[config.mk]
export PLATFORM = sky130hd
export DESIGN_NAME = regfile_mp
export DESIGN_NICKNAME = d
export VERILOG_FILES = /design/src/rtl/regfile_pkg.sv /design/src/rtl/regfile_dbg_dump.sv /design/src/rtl/regfile_mp.sv
export SDC_FILE = /design/constraint.sdc
export NUM_CORES = 2
export LEC_CHECK = 0
export CORE_UTILIZATION = 25
export DETAILED_ROUTE_END_ITERATION = 10
export PLACE_DENSITY = 0.41
export SYNTH_ARGS = -nofsm -noshare
export SYNTH_HDL_FRONTEND = slang
export SYNTH_HIERARCHICAL = 1
export SYNTH_SLANG_ARGS = --single-unit
[constraint.sdc]
create_clock -name clk -period 3.7 [get_ports clk]
set_input_delay 0.37 -clock clk [delete_from_list [all_inputs] [get_ports clk]]
set_output_delay 0.37 -clock clk [all_outputs]
set_load 0.01 [all_outputs]
[src/rtl/regfile_pkg.sv]
// Shared types and constants for the multi-port register file and its debug dump sequencer.
package regfile_pkg;

   // Dump sequencer states
   typedef enum logic [1:0] {
      StIdle = 2'd0,
      StSend = 2'd1,
      StDone = 2'd2
   } dump_state_e;

   localparam int unsigned MaxNumRd = 4;

   function automatic int unsigned depth_of(input int unsigned addr_w);
      return 32'd1 << addr_w;
   endfunction

endpackage

[src/rtl/regfile_dbg_dump.sv]
// Debug dump sequencer: walks every register index and streams it over a valid/ready link.
// Requests one capture address per cycle; the parent returns the forwarded register value.
module regfile_dbg_dump
   import regfile_pkg::*;
#(
   parameter int unsigned DATA_W = 32,
   parameter int unsigned ADDR_W = 5
) (
   input  logic              clk,
   input  logic              rst,
   input  logic              start,
   input  logic              ready,
   output logic [ADDR_W-1:0] cap_addr,
   input  logic [DATA_W-1:0] cap_data,
   output logic              valid,
   output logic              busy,
   output logic              done,
   output logic [ADDR_W-1:0] addr,
   output logic [DATA_W-1:0] data
);

   localparam logic [ADDR_W-1:0] LastAddr = {ADDR_W{1'b1}};

   dump_state_e       state_q, state_d;
   logic [ADDR_W-1:0] addr_q, addr_d;
   logic [DATA_W-1:0] data_q, data_d;

   always_ff @(posedge clk or negedge rst) begin
      if (!rst) begin
         state_q <= StIdle;
         addr_q  <= '0;
         data_q  <= '0;
      end else begin
         state_q <= state_d;
         addr_q  <= addr_d;
         data_q  <= data_d;
      end
   end

   always_comb begin
      state_d  = state_q;
      addr_d   = addr_q;
      data_d   = data_q;
      cap_addr = addr_q + 1'b1;
      valid    = 1'b0;
      busy     = 1'b0;
      done     = 1'b0;
      unique case (state_q)
         StIdle: begin
            cap_addr = '0;
            if (start) begin
               state_d = StSend;
               addr_d  = '0;
               data_d  = cap_data;
            end
         end
         StSend: begin
            valid = 1'b1;
            busy  = 1'b1;
            // Next register is captured on the same edge that retires the current beat
            if (ready) begin
               if (addr_q == LastAddr) begin
                  state_d = StDone;
               end else begin
                  addr_d = cap_addr;
                  data_d = cap_data;
               end
            end
         end
         StDone: begin
            done    = 1'b1;
            state_d = StIdle;
         end
         default: state_d = StIdle;
      endcase
   end

   assign addr = addr_q;
   assign data = data_q;

endmodule

[src/rtl/regfile_mp.sv]
// Parametrised multi-read-port register file with a debug dump sequencer.
// Define REGFILE_BYPASS_EN to forward same-cycle write data to read ports and dump captures.
module regfile_mp
   import regfile_pkg::*;
#(
   parameter int unsigned DATA_W   = 32,
   parameter int unsigned ADDR_W   = 5,
   parameter int unsigned NUM_RD   = 2,
   parameter int unsigned ZERO_REG = 1
) (
   input  logic                     clk,
   input  logic                     rst,
   input  logic                     wr_en,
   input  logic [ADDR_W-1:0]        wr_addr,
   input  logic [DATA_W-1:0]        wr_data,
   input  logic [NUM_RD*ADDR_W-1:0] rd_addr,
   output logic [NUM_RD*DATA_W-1:0] rd_data,
   input  logic                     dbg_start,
   input  logic                     dbg_ready,
   output logic                     dbg_valid,
   output logic [ADDR_W-1:0]        dbg_addr,
   output logic [DATA_W-1:0]        dbg_data,
   output logic                     dbg_busy,
   output logic                     dbg_done
);

   localparam int unsigned DEPTH   = depth_of(ADDR_W);
   localparam bit          HasZero = (ZERO_REG != 0);

   logic [DATA_W-1:0] regs_q [DEPTH];
   logic              wr_ok;
   logic [ADDR_W-1:0] cap_addr;
   logic [DATA_W-1:0] cap_data;

   assign wr_ok = wr_en && !(HasZero && (wr_addr == '0));

   always_ff @(posedge clk or negedge rst) begin
      if (!rst) begin
         for (int i = 0; i < DEPTH; i++) begin
            regs_q[i] <= '0;
         end
      end else if (wr_ok) begin
         regs_q[wr_addr] <= wr_data;
      end
   end

   for (genvar p = 0; p < NUM_RD; p++) begin : g_rd
      logic [ADDR_W-1:0] a;
      logic [DATA_W-1:0] q;

      assign a = rd_addr[p*ADDR_W +: ADDR_W];

      always_comb begin
         q = regs_q[a];
         if (HasZero && (a == '0)) begin
            q = '0;
`ifdef REGFILE_BYPASS_EN
         end else if (wr_ok && (wr_addr == a)) begin
            q = wr_data;
`endif
         end
      end

      assign rd_data[p*DATA_W +: DATA_W] = q;
   end

   // Dump captures follow exactly the same zero-reg and forwarding rules as the read ports
   always_comb begin
      cap_data = regs_q[cap_addr];
      if (HasZero && (cap_addr == '0)) begin
         cap_data = '0;
`ifdef REGFILE_BYPASS_EN
      end else if (wr_ok && (wr_addr == cap_addr)) begin
         cap_data = wr_data;
`endif
      end
   end

   regfile_dbg_dump #(
      .DATA_W (DATA_W),
      .ADDR_W (ADDR_W)
   ) u_dump (
      .clk      (clk),
      .rst      (rst),
      .start    (dbg_start),
      .ready    (dbg_ready),
      .cap_addr (cap_addr),
      .cap_data (cap_data),
      .valid    (dbg_valid),
      .busy     (dbg_busy),
      .done     (dbg_done),
      .addr     (dbg_addr),
      .data     (dbg_data)
   );

endmodule
==> summary.md <==
| Metric | Value |
|---|---|
| RSZ-0062 raised after global routing | no |
| DR vias/cell | 5.52 |
| Mapped Area | 64000 µm² |
| Full die area | 258000 µm² |
| Synth cell types | 52 |
| Via count | 43.8k |
| WS Path Type | flip-flop to output pin |
| Leak pwr | 31.5 nW |
| Initial antenna violation count | 19 |
| Post-synth EDFFs | 0 |
| Post-layout util | 30.2% |
| I/O pin total | 156 |
| Clock Latency Late Sink | 0.81 ns |
| Synth warn | 6 |
| Max Freq | 276 MHz |
| IO buf count | 155 |
| Grt ovf | 0 |
| Minimum clock period | 3.63 ns |
| Layout cells sized above 1 | 53.8% |
| Dpl hpwl | 173000 µm |
| WL/cell | 34.4 µm |
| Hold Violations, Final | 0 |
| Clock Sinks | 1063 |
| Hold crit path type | input port to asynchronous set/reset pin |
| Antenna viol nets, final | 0 |
| Worst slack at placement | -0.240 ns |
| Final Wtd Congestion | 0.819 |
| Post-Syn Nets | 4361 |
| Routed Wire Length | 273000 µm |
| Clk slew on worst S/H paths | 0.06 ns |
| Initial Util | 25.2% |
| CP Launch Type | flip-flop |
| Largest cells by area after synthesis | dfrtp_1, mux4_2, mux2_2 |
| Area leader, netlist | dfrtp_1 |
| Vias in the first global route | 45.5k |
| Endpoints failing setup | 0 |
| Largest net degree at the start of global routing | 136 |
| Setup Skew | 0.0379 ns |
| Die Wd | 508 µm |
| FP Rows | 185 |
| Hold_ws | 0.0910 ns |
| Total Nets Final | 4510 |
| Crit. End Element | output pin |
| Seq/Total Area, Yosys | 41.6% |
| Rel. slew slack | 14.2% |
| Ys flop type | dfrtp_1 |
| Crit path DAT | 3.26 ns |
| First-pass GRT wire length | 384000 µm |
| Max-slew violation count | 0 |
| Peak VDD IR | 0.000522 V |
| Aggregate global-route resource usage | 21.1% |
| H-tree levels | 4 |
| Drc violations | 0 |
| Asr flop ratio synth | 100% |
| Syn avg cell area | 14.9 µm² |
| Synthesized flop and latch total | 1063 |
| Pre-antenna DRT Iters | 7 |
| Num CTS Buffers | 136 |
| Die H | 508 µm |
| Final period util | 98.1% |
| Clock Path Buffers | 3 |
| Layout area overhead | 20.0% |
| Yosys top cell area share | 41.6% |
| Core area | 254000 µm² |
| Pwr Density | 640 nW/µm² |
| Max_cap viols | 0 |
| Status | complete, no violations |
| Cells after Synth | 4307 |
| Slew at the pin closest to its max-slew limit | 1.28 ns |
| CTS tree | built |
| Crit path max fanout | 4 |
| Worst Setup Slack, final | 0.0721 ns |
| CP required | 3.33 ns |
| Root buffer cell | clkbuf_16 |
| DRT iter0 DRCs | 3615 |
-- where the power goes --
group	switching (W)	internal [W]
registers	0.00237	0.0139
clock network	0.00559	0.00852
logic	0.00886	0.00990
-- critical path, cell delays in order (launching register included) --
cell,delay (ns)
dfrtp_1,0.40
mux4_2,0.25
nor2b_1,0.13
a211oi_1,0.08
a211oi_1,0.86
clkdlybuf4s50_1,0.74
-- through the flow --
| step | cells | TNS, ns | area (µm²) | power (W) |
|---|---|---|---|---|
| final | 7931 | 0 | 76800 | 0.0492 |
| after detailed placement | 7680 | -0.541 | 71900 | 0.0353 |
| after global routing | 7928 | 0 | 76800 | 0.0513 |
| after floorplan | 4307 | 0 | 64000 | 0.0276 |
| after global placement | 7680 | -1.08 | 71900 | 0.0351 |
| after CTS | 7928 | -0.0188 | 76700 | 0.0496 |
-- final cells by class --
type,count,area [µm²]
fill,25100,178000
multi-input combinational,2726,35600
sequential,1063,26600
timing repair buffer,526,5750
tap,3366,4210
clock buffer,206,4120
clock inverter,38,547
inverter,3,11.3
antenna,3,7.51
-- kinds of logic (layout without fill, tap and decap cells) --
logic type               Yosys count  after routing  share of synthesized area, %
AO/OA/AOI/OAI                    409            409                          4.72
XOR/XNOR                           2              2                        0.0274
adder cells (fa/ha/maj)            2              2                        0.0391
buffers and inverters            518            773                          3.78
flip-flops                      1063           1063                          41.6
multiplexers                    2052           2052                          47.6
other                              0              3                             0
AND/OR/NAND/NOR                  261            261                          2.27
-- Yosys cell counts, types with 3 or more instances --
master,instances
a2111oi_0,29
a211oi_1,56
a21o_1,4
a21oi_1,40
a221oi_1,4
a22o_1,49
a22oi_1,79
a32o_1,7
and2_1,18
and3_1,6
buf_1,61
buf_2,99
buf_4,53
buf_6,20
clkbuf_1,281
dfrtp_1,1063
mux2_2,1075
mux2_4,14
mux2i_1,283
mux4_2,680
nand2_1,31
nand2b_1,9
nand3_1,5
nand3b_1,5
nor2_1,25
nor2b_1,53
nor3_1,67
nor3b_1,5
nor4_1,22
o21ai_0,3
o221ai_1,25
o22ai_1,94
o32ai_1,14
or2_2,4
or3b_2,3
-- state kept, by name, indices dropped and copies added (netlist names) --
| name | count |
|---|---|
| regs_q | 1024 |
| u_dump/addr | 5 |
| u_dump/data | 32 |
| u_dump/state_q | 2 |
-- layout by cell type (no fill, tap or decap), types with 17 or more instances in the layout --
cell             Yosys  final
clkdlybuf4s50_1      0    140
a21oi_1             40     40
o22ai_1             94     92
clkinv_2             0     17
nor2_4               0     21
a22o_1              49     47
buf_12               0    112
mux4_2             680    680
mux2_2            1075   1075
a22oi_1             79     79
o221ai_1            25     25
nor2b_1             53     49
clkbuf_1           281     31
mux2i_1            283    281
nor4_1              22     19
a211oi_1            56     55
nor3_1              67     62
clkbuf_16            0    142
buf_4               53    262
clkbuf_8             0     33
dfrtp_1           1063   1063
-- final timing paths --
path	depth (start not counted)	endpoint	start	slack, ns
hold reg to reg	0	regs_q[1002]	regs_q[1002]	0.42
setup reg to reg	10	u_dump/data[3]	u_dump/addr[1]	0.21
setup / recovery	5	rd_data[39]	regs_q[71]	0.07
max in group asynchronous	4	u_dump/data[12]	rst	2.35
min in group clk	2	u_dump/state_q[0]	dbg_ready	0.23
hold / removal	2	regs_q[717]	rst	0.09
-- repair_timing --
item,in CTS,in global routing
gates resized for setup,40,13
hold buffers,1,0
setup endpoints to repair,22,12
pin swaps,1,0
buffers inserted,3,0
hold endpoints to repair,439,0
gates cloned,0,0
-- routing by layer --
metal,global-route usage (%),wire [µm]
met1,27.2,113000
met2,35.6,135000
met3,3.35,14200
met4,8.00,10900
met5,0,91
No activity file was read; power rests on OpenSTA's default activity.
